File: src/rtl/mem_bus_arbiter.sv
`default_nettype none
// ============================================================================
// mem_bus_arbiter : fetch/data 2:1 arbiter onto one unified memory port
// Revision 1.0
// ============================================================================
module mem_bus_arbiter #(
  parameter int STARVE_MAX = 8,
  parameter int CNT_W      = 32
) (
  input  logic             clk,
  input  logic             rst,
  input  logic [31:0]      inst_addr,
  input  logic             inst_req_valid,
  output logic             inst_req_ready,
  output logic [31:0]      inst_rdata,
  output logic             inst_rvalid,
  input  logic             inst_rready,
  input  logic [31:0]      data_addr,
  input  logic             data_ren,
  input  logic             data_wen,
  input  logic [31:0]      data_wdata,
  input  logic [3:0]       data_wstrb,
  output logic             data_req_ready,
  output logic [31:0]      data_rdata,
  output logic             data_rvalid,
  input  logic             data_rready,
  output logic [31:0]      mem_addr,
  output logic             mem_read,
  output logic             mem_write,
  output logic [31:0]      mem_wdata,
  output logic [3:0]       mem_wstrb,
  input  logic             mem_req_ready,
  input  logic [31:0]      mem_rdata,
  input  logic             mem_rvalid,
  output logic             mem_rready,
  output logic [CNT_W-1:0] inst_grant_cnt,
  output logic [CNT_W-1:0] data_grant_cnt,
  output logic [CNT_W-1:0] contend_cnt
);

  typedef enum logic [2:0] {
    S_IDLE   = 3'd0,
    S_I_REQ  = 3'd1,
    S_D_REQ  = 3'd2,
    S_I_RESP = 3'd3,
    S_D_RESP = 3'd4
  } state_t;

  localparam logic [7:0]       c_starve_max = 8'(STARVE_MAX);
  localparam logic [CNT_W-1:0] c_cnt_one    = CNT_W'(1);

  state_t           state_q, state_d;
  logic [7:0]       wait_q, wait_d;
  logic [CNT_W-1:0] inst_grant_q, inst_grant_d;
  logic [CNT_W-1:0] data_grant_q, data_grant_d;
  logic [CNT_W-1:0] contend_q, contend_d;
  logic             data_pend;

  assign data_pend      = data_ren | data_wen;
  assign inst_grant_cnt = inst_grant_q;
  assign data_grant_cnt = data_grant_q;
  assign contend_cnt    = contend_q;

  always_ff @(posedge clk) begin
    if (rst) begin
      state_q      <= S_IDLE;
      wait_q       <= 8'd0;
      inst_grant_q <= '0;
      data_grant_q <= '0;
      contend_q    <= '0;
    end else begin
      state_q      <= state_d;
      wait_q       <= wait_d;
      inst_grant_q <= inst_grant_d;
      data_grant_q <= data_grant_d;
      contend_q    <= contend_d;
    end
  end

  always_comb begin
    state_d        = state_q;
    wait_d         = wait_q;
    inst_grant_d   = inst_grant_q;
    data_grant_d   = data_grant_q;
    contend_d      = contend_q;
    inst_req_ready = 1'b0;
    inst_rdata     = 32'd0;
    inst_rvalid    = 1'b0;
    data_req_ready = 1'b0;
    data_rdata     = 32'd0;
    data_rvalid    = 1'b0;
    mem_addr       = 32'd0;
    mem_read       = 1'b0;
    mem_write      = 1'b0;
    mem_wdata      = 32'd0;
    mem_wstrb      = 4'd0;
    mem_rready     = 1'b0;

    // Fetch ageing: counts every cycle a fetch waits outside its own transaction.
    if (inst_req_valid && state_q != S_I_REQ && state_q != S_I_RESP &&
        wait_q < c_starve_max) begin
      wait_d = wait_q + 8'd1;
    end

    case (state_q)
      S_IDLE: begin
        if (inst_req_valid && data_pend) begin
          contend_d = contend_q + c_cnt_one;
          state_d   = (wait_q == c_starve_max) ? S_I_REQ : S_D_REQ;
        end else if (inst_req_valid) begin
          state_d = S_I_REQ;
        end else if (data_pend) begin
          state_d = S_D_REQ;
        end
      end
      S_I_REQ: begin
        mem_addr       = inst_addr;
        mem_read       = 1'b1;
        inst_req_ready = mem_req_ready;
        if (mem_req_ready) begin
          inst_grant_d = inst_grant_q + c_cnt_one;
          wait_d       = 8'd0;
          state_d      = S_I_RESP;
        end
      end
      S_D_REQ: begin
        mem_addr       = data_addr;
        mem_wdata      = data_wdata;
        mem_wstrb      = data_wstrb;
        mem_write      = data_wen;
        mem_read       = data_ren & ~data_wen;
        data_req_ready = mem_req_ready;
        if (mem_req_ready) begin
          data_grant_d = data_grant_q + c_cnt_one;
          state_d      = data_wen ? S_IDLE : S_D_RESP;
        end
      end
      S_I_RESP: begin
        mem_rready  = inst_rready;
        inst_rvalid = mem_rvalid;
        inst_rdata  = mem_rdata;
        if (mem_rvalid && inst_rready) state_d = S_IDLE;
      end
      S_D_RESP: begin
        mem_rready  = data_rready;
        data_rvalid = mem_rvalid;
        data_rdata  = mem_rdata;
        if (mem_rvalid && data_rready) state_d = S_IDLE;
      end
      default: state_d = S_IDLE;
    endcase
  end

endmodule
`default_nettype wire

File: config.mk
export PLATFORM = sky130hd
export DESIGN_NAME = mem_bus_arbiter
export DESIGN_NICKNAME = d
export VERILOG_FILES = /design/src/rtl/mem_bus_arbiter.sv
export SDC_FILE = /design/constraint.sdc
export NUM_CORES = 1
export LEC_CHECK = 0
export CORE_AREA = 2 2 147 149
export CTS_CLUSTER_DIAMETER = 200
export CTS_CLUSTER_SIZE = 20
export DETAILED_ROUTE_END_ITERATION = 8
export DIE_AREA = 0 0 149 151
export PLACE_DENSITY_LB_ADDON = 0.12
export SYNTH_ARGS = -nofsm -noshare
export SYNTH_HDL_FRONTEND = slang
export SYNTH_SLANG_ARGS = --single-unit
File: constraint.sdc
create_clock -name clk -period 3 [get_ports clk]
set_input_delay 0.6 -clock clk [delete_from_list [all_inputs] [get_ports clk]]
set_output_delay 0.6 -clock clk [all_outputs]
set_load 0.01 [all_outputs]
### Word level (Yosys, flattened, before mapping)

Cells that the tools add are included.

* output and inout bits: 235
* bits in registers: 107
* input port bits: 141
* word-level logic and storage cells: 61

* eq/ne operators: 12
* reductions and logical operators: 11
* muxes and demuxes: 25
* add/subtract/negate cells: 4
* bitwise logic cells: 3
* $lt $le $gt $ge: 1

Operators by type and width (count)
* $add 32x1->32 const B: 3
* $mux 32: 3
* $pmux 32 s2: 1
* $mux 3: 8
* $mux 8: 3
* $pmux 3 s5: 1
* $add 8x1->8 const B: 1
* $eq 8x4->1 const B: 1
* $lt 8x4->1 const B: 1
* $ne 2x2->1 const B: 4
* $eq 3x2->1 const B: 2
* $logic_and 1x1->1: 6
* $reduce_and 2->1: 3
* $mux 1: 5
* $reduce_and 5->1: 1
* $mux 4: 1
* $ne 4x4->1 const B: 1
* $pmux 1 s2: 2
* $eq 3x1->1 const B: 1
* $eq 3x3->1 const B: 1
* $logic_not 3->1: 1
* $ne 3x1->1 const B: 1
* $ne 3x2->1 const B: 1
* $mux 2: 1
* 3 further kinds: 3

### Logic depth before layout (Yosys ltp)

Gate-level depths: netlist of run 1.

* word-level depth: 7
* mapped depth: 8

### Worst setup path after synthesis of run 1

OpenSTA, ideal clock, no wires.

* path type: register to register
* start: register state_q[1]
* end: register contend_q[17] (netlist: contend_cnt[17])
* path slack: 585 ps
* arrival time: 2291 ps
* path buffers: 1
* clock period less this slack: 2415 ps
* cell stages (with the launch flop): 6
* cells stage by stage: dfxtp_1 -> buf_6 -> or4b_4 -> or4_4 -> or4b_1 -> mux2_1

* longest elaborated chain between the ends: 2

Ends and longest elaborated chain
* start, declared: RTL line 52 `state_t state_q, state_d;`
* start signal, assigned: RTL line 72 `state_q <= state_d;`
* $logic_not 3->1: RTL line 105 `case (state_q)`
* $reduce_and 2->1 (no line)
* end signal, assigned: RTL line 76 `contend_q <= contend_d;`
* end, declared: RTL line 56 `logic [CNT_W-1:0] contend_q, contend_d;`

Every way passes these cells.
A chain may end at the register's enable or synchronous reset.

### Worst setup path after layout of run 1

* start: register state_q[1]
* end: output mem_wdata[6]

* longest elaborated chain between the ends: 2

Ends and longest elaborated chain
* $eq 3x2->1: RTL line 105
* $mux 32: RTL line 105
* end, declared: RTL line 30 `output logic [31:0] mem_wdata,`

Every way passes these cells.

==> flow_summary.yaml, run 1 <==
sta:
  fin_setup_tns_ps: 0
  period_minus_slack_ps: 2872
  slew_headroom_pct: 59.18
  rsz0062_at_grt: "false"
  min_period_over_period_pct: 95.75
  maxSlewViolCount: 0
  timing.final.hold_violations: 0
  fin_worst_skew_ps: 9.808
  fmax_ghz: 0.3481
  worst_slew_pin_slew_ps: 606.7
  setup_viol: 0
logic_synthesis:
  ys_seq_area_share_pct: 33.63
  yosysWarnings: 0
  synth_ff_type: "dfxtp_1"
  synth_area_per_cell_sq_um: 8.001
  ys_top_cells_by_count: "dfxtp_1, and2_1, nor2_1, a21oi_1, clkbuf_1"
  synth_area_sq_um: 6369
  synth.most_common_cell: "dfxtp_1"
  synth_seq_cells: 107
  syn-num-nets: 942
  synth_edf_count: 0
  synth.distinct_cells: 48
  ys_top_cells_by_area: "dfxtp_1, and2_1, or4_1, a22o_1, o31ai_1"
  synth_top_area_cell: "dfxtp_1"
  syn_inst: 796
  synth_top_area_share_pct: 33.63
  synth-async-reset-ratio_pct: 0
global_route:
  grt_pass1_wl_mm: 40.45
  gr-total-overflow: 0
  grt_util_all_layers_pct: 23.88
  antenna_found_initial: 6
  grt_pass1_vias: 6565
  grt_max_degree: 70
final_layout:
  syn2layout_area_growth_pct: 70.20
  fill_cells: 2005
  drive_gt1_share_pct: 6.828
  layout.nets: 1298
  design_area_sq_um: 10840
  post-route-util_pct: 52.05
pwr:
  swShare_pct: 27.47
  cellPowerDensity_nw_per_um2: 335.6
  ir_worst_vdd_uv: 220.8
  seq_power_share_pct: 40.0
  p_switching_mw: 0.9991
  p_int_mw: 2.638
  leakagePower_nw: 3.833
  combPwrFrac_pct: 24.5
  finalPower_mw: 3.637
  p_clk_share_pct: 35.5
setup_path:
  worst_path_max_delay_cell: "clkdlybuf4s50_1"
  cp_num_buf_inv: 3
  critPathTopFamily: "buffers and inverters"
  cpPeakStageDelay_ps: 660
  cp.arrival_ps: 2270
  setup.worst_path.end_class: "output port"
  path_cells: "nor3b_2 > buf_4 > buf_12 > and2_1 > clkdlybuf4s50_1"
  r2r_slack_ps: 460
  cp_max_fo: 69
  path_class: "reg2out"
  startpoint_type: "register"
  required_ps: 2400
routing:
  via_count: 7413
  drt_iter0_drc: 429
  drc_errors: 0
  drt_pre_antenna_iters: 5
  wl_per_cell_microns: 19.66
  routed_wirelength_mm: 28.26
  ant_nets: 0
  avgViaCountPerCell: 5.159
placement:
  dp_hpwl_mm: 22.70
  placed_area_sq_um: 10500
  gp_congestion: 0.8338
  io_buffers: 375
floorplanning:
  start_util_pct: 30.59
  coreArea_sq_um: 20820
  ios: 376
  dieArea_sq_um: 22500
  chipHeight_microns: 151
  num_rows: 53
  die_w_microns: 149
clock_network:
  clk_latency_ps: 350
  cts_max_level: 3
  clock_path_buffers: 2
  clk_root_buffer_cell: "clkbuf_16"
  postCtsSetupBuffers: 0
  cts_tree: "yes"
  clock-sinks: 107
  clk_pin_slew_worst_paths_ps: 80
  numCtsBuffers: 9
flow_run:
  drv_cap: 0
run_status:
  outcome: "finished clean"
hold_path:
  hold_path_class: "reg2reg"
[path summary, 6_finish.rpt]
kind / start / to / depth (start not counted)
worst min register to register: wait_q[7] / wait_q[7] / 1
worst min-delay path: wait_q[7] / wait_q[7] / 1
worst max-delay path: state_q[1] / mem_wdata[6] / 5
worst max register to register: state_q[2] / contend_cnt[16] / 5
[cell type report]
type / count / area, sq um / share of cell area (%)
repair buffers: 402 / 3994 / 36.85
inverters: 20 / 75.07 / 0.6926
well taps: 275 / 344.1 / 3.174
multi-input cells: 612 / 3946 / 36.41
clock inverters: 5 / 67.56 / 0.6233
flip-flops and latches: 107 / 2147 / 19.81
clock buffers: 11 / 252.7 / 2.332
diodes: 5 / 12.51 / 0.1154
[timing repair]
item | CTS | global route
resized for setup | 1 | 3
gates cloned | 0 | 0
endpoints found under the setup margin | 62 | 14
hold buffers | 0 | 0
[cells by family after synthesis]
family / Yosys count / share of synthesized area [%]
mux: 21 / 3.694
flops: 107 / 33.63
compound gates: 140 / 14.87
fa+ha+maj: 5 / 0.9823
simple gates: 417 / 38.15
buf+inv: 77 / 4.676
xor+xnor: 29 / 3.988
[placed cells by master, fill, tap and decap left out, drive strengths merged, types with 11 or more instances in the layout]
| master | instances |
|---|---|
| clkdlybuf4s50 | 368 |
| dfxtp | 107 |
| and2 | 80 |
| nor2 | 58 |
| a21oi | 51 |
| or4 | 42 |
| nand2 | 40 |
| and3 | 40 |
| nand3 | 37 |
| o31ai | 36 |
| buf | 33 |
| a22o | 32 |
| nand4 | 26 |
| inv | 22 |
| nor2b | 20 |
| mux2 | 20 |
| xor2 | 18 |
| nor3 | 16 |
| and4 | 14 |
| nor4 | 14 |
| or3 | 12 |
| xnor2 | 11 |
| clkbuf | 11 |
[power groups by stage]
stage / clock, mW / sequential (mW) / combinational, mW
floorplan: 0 / 1.48 / 0.318
global placement: 0 / 1.49 / 0.897
detailed placement: 0 / 1.49 / 0.899
CTS: 1.33 / 1.46 / 0.902
global route: 1.39 / 1.46 / 0.942
finish: 1.29 / 1.45 / 0.890
[metrics by stage]
| step | worst slack (ps) | hold WS, ps | instances |
|---|---|---|---|
| 2_1_floorplan | 585.5 | 430.5 | 796 |
| 3_3_place_gp | 159.0 | 442.2 | 1416 |
| 4_1_cts | 30.00 | 465.1 | 1432 |
| 5_1_grt | 52.01 | 487.7 | 1437 |
| 3_5_place_dp | 117.4 | 444.8 | 1416 |
| 6_report | 127.6 | 461.5 | 1437 |
[state kept, by name, indices dropped and copies added, names as in the netlist]
name            flops
state_q             3
inst_grant_cnt     32
data_grant_cnt     32
wait_q              8
contend_cnt        32
[per-layer routing]
layer | global-route usage (%) | up-vias | share of wire (%)
met5 | 0 | - | 0
met4 | 11.48 | 0 | 3.6
met3 | 5.181 | 31 | 6.4
met2 | 40.71 | 285 | 52
met1 | 28.60 | 3451 | 38
li1 | - | 3646 | -
(Power assumes the default switching activity.)
==> inputs of run 2 (changes only) <==
SKIP_LAST_GASP = 1   (was default)
==> results of run 2 <==
Final layout, timing and power as in run 1 (identical DEF).
==> inputs of run 3 (changes only) <==
PLACE_DENSITY = 0.68   (was default)
PLACE_DENSITY_LB_ADDON = default   (was 0.12)
==> run 3 against run 2 <==
  * Global-route usage is 1.1 points lower
  * Non-clock buffer count down 2
  * Power up 1.4%
  * Critical path depth stayed put
  * Sequential power about the same
  * Sequential cell count unchanged
  * Register-to-register slack about the same
  * Design area increased by 0.25%
  * Worst hold slack gained 6.8 ps
  * Sequential share of layout area down 0.073 points
  * Final cell count shrank 0.42%
  * Critical path type unchanged
  * Largest cell class unchanged
==> flow_summary.yaml, run 3 (synthesis results as in run 1) <==
setup_path:
  path_cells: "buf_4 > nor3b_4 > buf_12 > a22o_1 > clkdlybuf4s50_1"
  path_class: "reg2out"
  worst_path_max_delay_cell: "clkdlybuf4s50_1"
  r2r_cells: 5
  required_ps: 2400
  critPathTopFamily: "buffers and inverters"
  cpPeakStageDelay_ps: 580
  cp_num_buf_inv: 3
  r2r_slack_ps: 450
  setup.worst_path.end_class: "output port"
  cp.arrival_ps: 2290
  startpoint_type: "register"
  critPathLaunch: "state_q[0]"
  r2r_start: "state_q[2]"
  cp_max_fo: 33
  rr_endpoint: "contend_cnt[16]"
sta:
  maxSlewViolCount: 0
  worst_slew_pin_slew_ps: 617.1
  fin_setup_tns_ps: 0
  period_minus_slack_ps: 2886
  rsz0062_at_grt: "false"
  fmax_ghz: 0.3465
  setup_viol: 0
  timing.final.hold_violations: 0
  min_period_over_period_pct: 96.21
  fin_worst_skew_ps: 13.48
  timing.hold.ws_ps: 468.2
  slew_headroom_pct: 58.30
final_layout:
  syn2layout_area_growth_pct: 70.63
  post-route-util_pct: 52.19
  drive_gt1_share_pct: 6.407
  final_common_cell: "clkdlybuf4s50_1"
  layout_common_cells: "clkdlybuf4s50_1, dfxtp_1, and2_1, nor2_1, a21oi_1"
  design_area_sq_um: 10870
  layout.nets: 1296
placement:
  dp_hpwl_mm: 21.58
  io_buffers: 375
  gp_congestion: 0.8130
  placed_area_sq_um: 10520
floorplanning:
  coreArea_sq_um: 20820
  die_w_microns: 149
  chipHeight_microns: 151
  dieArea_sq_um: 22500
  ios: 376
  start_util_pct: 30.59
  num_rows: 53
clock_network:
  cts_max_level: 3
  numCtsBuffers: 9
  cts_hold_buf: 0
  clock_path_buffers: 2
  postCtsSetupBuffers: 0
  clk_pin_slew_worst_paths_ps: 70
  clk_root_buffer_cell: "clkbuf_16"
  clk_latency_ps: 360
  cts_tree: "yes"
  clock-sinks: 107
global_route:
  antenna_found_initial: 2
  grt_pass1_vias: 6649
  grt_pass1_wl_mm: 39.32
  grt_max_degree: 72
  gr-total-overflow: 0
  grt_util_all_layers_pct: 22.74
routing:
  via_count: 7404
  routed_wirelength_mm: 27.03
  avgViaCountPerCell: 5.174
  wl_per_cell_microns: 18.89
  drt_pre_antenna_iters: 4
  ant_nets: 0
  drt_iter0_drc: 411
  drc_errors: 0
hold_path:
  hold_path_class: "reg2reg"
  hold_end: "wait_q[6]"
  worstHoldPathCells: 1
  hp-start: "wait_q[6]"
run_status:
  outcome: "finished clean"
pwr:
  ir_worst_vdd_uv: 280.6
  leakagePower_nw: 3.808
  cellPowerDensity_nw_per_um2: 339.4
  finalPower_mw: 3.688
flow_run:
  drv_cap: 0
-- run 3: layout make-up --
class / instances / area [sq um]
fill: 2031 / 9956
clock inverter: 6 / 93.84
tap: 275 / 344.1
multi-input combinational: 612 / 3959
timing repair buffer: 400 / 4009
clock buffer: 10 / 239.0
sequential: 107 / 2145
inverter: 20 / 75.07
antenna: 1 / 2.502
-- run 3: repair_timing --
item	CTS	global route
pin swaps	0	0
gates cloned	0	0
setup endpoints to repair	1	18
resized for setup	2	2
-- run 3: worst register-to-register path, stage by stage, from the launching register on --
cell	delay [ps]
dfxtp_2	410
or4b_4	610
or4_4	530
buf_4	210
nor4_1	320
mux2_2	370
-- run 3: worst max-delay path by stage --
stage | end | slack (ps) | depth (start not counted)
floorplan | contend_cnt[17] | 590 | 5
global placement | contend_cnt[16] | 90 | 6
detailed placement | contend_cnt[25] | 80 | 6
CTS | mem_addr[31] | 2 | 5
global route | mem_addr[31] | 40 | 5
finish | mem_addr[31] | 110 | 5
-- run 3: where the power goes --
part,internal [mW],leakage [nW],switching (mW)
clock,0.765,0.160,0.574
sequential,1.43,0.864,0.0187
combinational,0.505,2.78,0.394
total,2.70,3.81,0.987
-- run 3: stage by stage --
step / std cells / worst slack [ps]
final: 1431 / 113.7
after global routing: 1430 / 39.90
after CTS: 1430 / 2.348
after detailed placement: 1414 / 77.74
after global placement: 1414 / 90.49
after floorplan: 796 / 585.5
-- run 3: per-layer routing --
metal | share of wire [%] | wire length [microns] | global-route usage [%]
met2 | 51 | 13710 | 38.76
met5 | 0.037 | 10 | 0
met4 | 4.1 | 1100 | 10.00
met1 | 40 | 10870 | 28.04
met3 | 4.9 | 1336 | 4.247
